--- config.mk ---
export PLATFORM = sky130hd
export DESIGN_NAME = sumador_sat_acc
export DESIGN_NICKNAME = d
export VERILOG_FILES = /design/src/rtl/sumador_sat_acc.sv
export SDC_FILE = /design/constraint.sdc
export NUM_CORES = 1
export LEC_CHECK = 0
export ABC_AREA = 1
export CORE_MARGIN = 4
export CORE_UTILIZATION = 45
export CTS_CLUSTER_SIZE = 40
export DETAILED_ROUTE_END_ITERATION = 6
export RECOVER_POWER = 100
export REMOVE_ABC_BUFFERS = 1
export SLEW_MARGIN = 15
export SYNTH_ARGS = -nofsm -noshare
export SYNTH_HDL_FRONTEND = slang
export SYNTH_SLANG_ARGS = --single-unit
--- constraint.sdc ---
create_clock -name clk -period 6.29 [get_ports clk]
set_input_delay 1.5725 -clock clk [delete_from_list [all_inputs] [get_ports clk]]
set_output_delay 1.5725 -clock clk [all_outputs]
set_load 0.005 [all_outputs]
--- src/rtl/sumador_sat_acc.sv ---
// Pipelined saturating signed add/sub with per-channel saturating accumulators.
// Two registered stages; accumulators update at acceptance so chains never stall.
module sumador_sat_acc #(
    parameter int W    = 32,
    parameter int CH_W = 2
) (
    input  logic            clk,
    input  logic            reset,
    input  logic            in_valid,
    output logic            in_ready,
    input  logic [1:0]      op,
    input  logic [CH_W-1:0] ch,
    input  logic [W-1:0]    a,
    input  logic [W-1:0]    b,
    output logic            out_valid,
    input  logic            out_ready,
    output logic [W-1:0]    out_data,
    output logic [CH_W-1:0] out_ch,
    output logic            out_sat,
    input  logic            clr_ovf,
    output logic            ovf_sticky
);

    localparam int CH = 1 << CH_W;

    typedef enum logic [1:0] {
        OP_ADD = 2'b00,
        OP_SUB = 2'b01,
        OP_ACC = 2'b10,
        OP_LD  = 2'b11
    } op_e;

    function automatic logic [W:0] sext(input logic [W-1:0] x);
        return {x[W-1], x};
    endfunction

    function automatic logic ovf(input logic [W:0] r);
        return r[W] ^ r[W-1];
    endfunction

    function automatic logic [W-1:0] clamp(input logic [W:0] r);
        if (!ovf(r))
            return r[W-1:0];
        else if (r[W])
            return {1'b1, {(W-1){1'b0}}};
        else
            return {1'b0, {(W-1){1'b1}}};
    endfunction

    logic [W-1:0]    acc_q [CH];
    logic            s1_valid_q;
    logic [W:0]      s1_sum_q;
    logic [CH_W-1:0] s1_ch_q;
    logic            out_valid_q;
    logic [W-1:0]    out_data_q;
    logic [CH_W-1:0] out_ch_q;
    logic            out_sat_q;
    logic            ovf_q;

    logic            stall;
    logic            accept;
    logic [W:0]      raw_d;
    logic [W-1:0]    acc_d;
    logic            acc_we;
    logic            s2_load;
    logic            s2_sat_d;

    always_comb begin
        stall    = out_valid_q & ~out_ready;
        in_ready = ~stall & ~reset;
        accept   = in_valid & in_ready;
        raw_d    = '0;
        unique case (op_e'(op))
            OP_ADD: raw_d = sext(a) + sext(b);
            OP_SUB: raw_d = sext(a) - sext(b);
            OP_ACC: raw_d = sext(acc_q[ch]) + sext(a);
            OP_LD:  raw_d = sext(a);
            default: raw_d = '0;
        endcase
        // Accumulator takes the clamped value now, so the next beat sees it.
        acc_d    = clamp(raw_d);
        acc_we   = accept & op[1];
        s2_load  = ~stall & s1_valid_q;
        s2_sat_d = ovf(s1_sum_q);
    end

    always_ff @(posedge clk) begin
        if (reset) begin
            for (int i = 0; i < CH; i++) acc_q[i] <= '0;
            s1_valid_q  <= 1'b0;
            s1_sum_q    <= '0;
            s1_ch_q     <= '0;
            out_valid_q <= 1'b0;
            out_data_q  <= '0;
            out_ch_q    <= '0;
            out_sat_q   <= 1'b0;
            ovf_q       <= 1'b0;
        end else begin
            if (acc_we) acc_q[ch] <= acc_d;
            if (!stall) begin
                s1_valid_q  <= accept;
                out_valid_q <= s1_valid_q;
                if (accept) begin
                    s1_sum_q <= raw_d;
                    s1_ch_q  <= ch;
                end
            end
            if (s2_load) begin
                out_data_q <= clamp(s1_sum_q);
                out_ch_q   <= s1_ch_q;
                out_sat_q  <= s2_sat_d;
            end
            if (s2_load && s2_sat_d)
                ovf_q <= 1'b1;
            else if (clr_ovf)
                ovf_q <= 1'b0;
        end
    end

    assign out_valid  = out_valid_q;
    assign out_data   = out_data_q;
    assign out_ch     = out_ch_q;
    assign out_sat    = out_sat_q;
    assign ovf_sticky = ovf_q;

endmodule

==> results.py <==
metrics = {
    "floorplanning": {
        "rows": 60,
        "die_area_um2": 30000,
        "io_pins": 111,
        "die_h_um": 173,
        "die_x_um": 173,
        "initial_utilization_pct": 45.6,
        "core-area_um2": 27000,
    },
    "finish": {
        "antenna_cells": 0,
        "final_util_pct": 53.6,
        "area_growth_pct": 17.5,
        "final_nets": 1875,
        "drive_gt1_share_pct": 4.89,
    },
    "clock_tree": {
        "root_buffer": "clkbuf_16",
        "clk_path_buf_depth": 3,
        "numCtsBuffers": 23,
        "cts_max_level": 1,
        "numClockSinks": 201,
        "cts_tree": "yes",
        "insertion_delay_ns": 0.53,
        "clkTransAtPathRegs_ns": 0.06,
    },
    "power": {
        "p_sw_share_pct": 33.1,
        "ir_worst_vdd_v": 0.000207,
        "seq_power_share_pct": 39.6,
        "comb_power_share_pct": 27.5,
        "clkPwrFrac_pct": 32.9,
        "power.switching_mw": 1.28,
        "power_density_nw_per_um2": 268,
        "leakagePower_nw": 6.26,
        "p_int_mw": 2.59,
    },
    "global_routing": {
        "top_usage_layer": "met2",
        "grt.met1_usage_pct": 37.3,
        "overflow": 0,
        "grt_usage_pct": 25.9,
        "grt_pass1_vias": 10900,
        "met3_usage_pct": 3.47,
        "grtUsageMet2_pct": 41.6,
        "grt_start_max_net_pins": 92,
        "grt_pass1_wl_mm": 62.1,
        "antenna_found_initial": 0,
    },
    "worst_setup_path": {
        "max_stage_delay_ns": 0.58,
        "cp.required_ns": 6.55,
        "cp_slowest_cell": "dlygate4sd3_1",
        "critPathArrivalTime_ns": 6.06,
        "crit_path_cell_trace": "dlygate4sd3_1 > inv_1 > ha_1 > clkinv_1 > a21oi_1 > o21ai_0 > a31oi_1 > ha_1 > inv_1 > o21ai_0 > inv_1 > o21ai_0 > nand2_1 > nand2_1 > nand2_1 > nand3_1 > nand3_1 > o21ai_0 > nand3_1 > nand2_1 > nor2_1",
        "worst_setup_path_end_kind": "flop",
        "setup.worst_path.start_class": "input pin",
        "cp_max_fo": 9,
        "critical_path_class": "input pin to flop",
    },
    "timing": {
        "min_period_over_period_pct": 92.2,
        "final_max_slew_viol_count": 163,
        "fmax_mhz": 172,
        "setup_viol": 0,
        "hold_viol_final": 0,
        "fin_skew_ns": 0.0153,
        "period_minus_slack_ns": 5.80,
        "rsz0062_at_grt": "false",
        "tightest_slew_ns": 2.59,
        "finalSetupTns_ns": 0,
        "slew_headroom_pct": -72.6,
    },
    "placed_design": {
        "numPortBuffers": 110,
        "hpwl_mm": 29.0,
        "gp_congestion": 0.960,
    },
    "detailed_routing": {
        "wl_per_cell_um": 19.0,
        "vias": 11800,
        "drtIter0Drc": 1194,
        "via_per_inst": 5.56,
        "dr.pass1.iters": 6,
        "wirelength_mm": 40.3,
        "drc": 0,
        "antenna_left": 0,
    },
    "status": {
        "status": "finished with violations",
        "failed_checks": "max-capacitance violations, max-slew violations",
    },
    "logic_synthesis": {
        "synth-edff-count": 128,
        "synth_flop_cell": "edfxtp_1",
        "synth_top_area_cell": "edfxtp_1",
        "seq_area_frac_synth_pct": 43.1,
        "yosys_warnings": 0,
        "yosys_register_bits": 201,
        "synth_cell_type_count": 45,
        "syn-cell-area_um2": 12300,
        "synth.top_cell.area_share_pct": 31.2,
        "postSynth.asyncResetShare_pct": 0,
        "synth_most_common_cell": "nand2_1",
        "syn_area_per_cell_um2": 7.32,
        "synthTopCellsByArea": "edfxtp_1 31%, dfxtp_1 12%, nand2_1 10%, nand3_1 7.3%, o21ai_0 6.6%",
        "synthCells": 1681,
        "synth_commonest_cells": "344 x nand2_1, 202 x nor2_1, 192 x inv_1",
    },
    "worst_hold_path": {
        "hold_path_class": "flop to flop",
    },
    "run": {
        "drv_cap": 4,
    },
}
[state kept, by name, summed over array words and instances (netlist names)]
signal	count
acc_q	128
out_ch	2
out_data	32
out_sat	1
out_valid	1
ovf_sticky	1
s1_ch_q	2
s1_sum_q	33
s1_valid_q	1
[path summary, 6_finish.rpt]
kind                    from           end  slack [ns]  cells past startpoint
hold / removal    ovf_sticky    ovf_sticky        0.46                      2
hold reg to reg   ovf_sticky    ovf_sticky        0.46                      2
setup / recovery       op[1]  acc_q[1][21]        0.49                     21
setup reg to reg   out_valid  acc_q[3][13]        1.94                      8
[logic make-up (layout without fill, tap and decap cells)]
| logic type | Yosys count | after routing | synth area share [%] |
|---|---|---|---|
| simple gates | 795 | 796 | 27.7 |
| compound gates | 356 | 356 | 15.8 |
| mux | 4 | 4 | 0.325 |
| flops | 201 | 201 | 43.1 |
| buf+inv | 284 | 380 | 8.89 |
| fa+ha+maj | 39 | 39 | 4.03 |
| xor+xnor | 2 | 2 | 0.142 |
[cell type report]
cell class	count	area, um2
timing repair buffer	142	1400
tap	341	427
multi-input combinational	1197	5870
sequential	201	5310
clock buffer	31	627
inverter	198	743
clock inverter	9	88.8
fill	2698	12500
[worst max-delay path: cells and delay by family]
| kind | cells | cell delay (ns) |
|---|---|---|
| compound gates | 6 | 1.72 |
| simple gates | 8 | 0.94 |
| fa+ha+maj | 2 | 0.53 |
| buf+inv | 5 | 1.27 |
[power by group through the flow]
stage / Combinational, mW / Clock (mW) / Sequential, mW
2_1_floorplan: 0.624 / 0 / 1.56
3_3_place_gp: 1.06 / 0 / 1.56
3_5_place_dp: 1.06 / 0 / 1.56
4_1_cts: 1.07 / 1.30 / 1.53
5_1_grt: 1.18 / 1.36 / 1.54
6_report: 1.06 / 1.28 / 1.53
[metrics by stage]
step                      total power, mW  area (um2)  instances  setup WS (ns)  hold slack [ns]
after floorplan                      2.18       12000       1595          0.198            0.449
after global placement               2.62       13800       2078          0.139            0.453
after detailed placement             2.63       13800       2078         0.0754            0.461
after CTS                            3.90       14500       2118          0.607            0.471
after global routing                 4.08       14500       2119         0.0497            0.498
final                                3.87       14500       2119          0.491            0.461
[timing repair]
action,4_1_cts,5_1_grt
setup buffers,0,0
endpoints found under the setup margin,0,5
gates resized for setup,0,1
hold buffers,0,0
[routing by layer]
layer / vias up / share of wire, %
li1: 5824 / -
met1: 5485 / 45
met2: 420 / 45
met3: 58 / 7.7
met4: 0 / 2.4
met5: - / 0
[cells in the final DEF (no fill, tap or decap), types with 11 or more instances in the layout]
cell,instances
a21oi_1,97
a31oi_1,63
buf_4,18
clkbuf_1,11
clkbuf_16,23
clkdlybuf4s50_1,68
dfxtp_1,73
dlygate4sd3_1,41
edfxtp_1,128
ha_1,38
inv_1,192
nand2_1,361
nand3_1,179
nand4_1,15
nor2_1,202
o21ai_0,163
No activity file was read; power rests on OpenSTA's default activity.
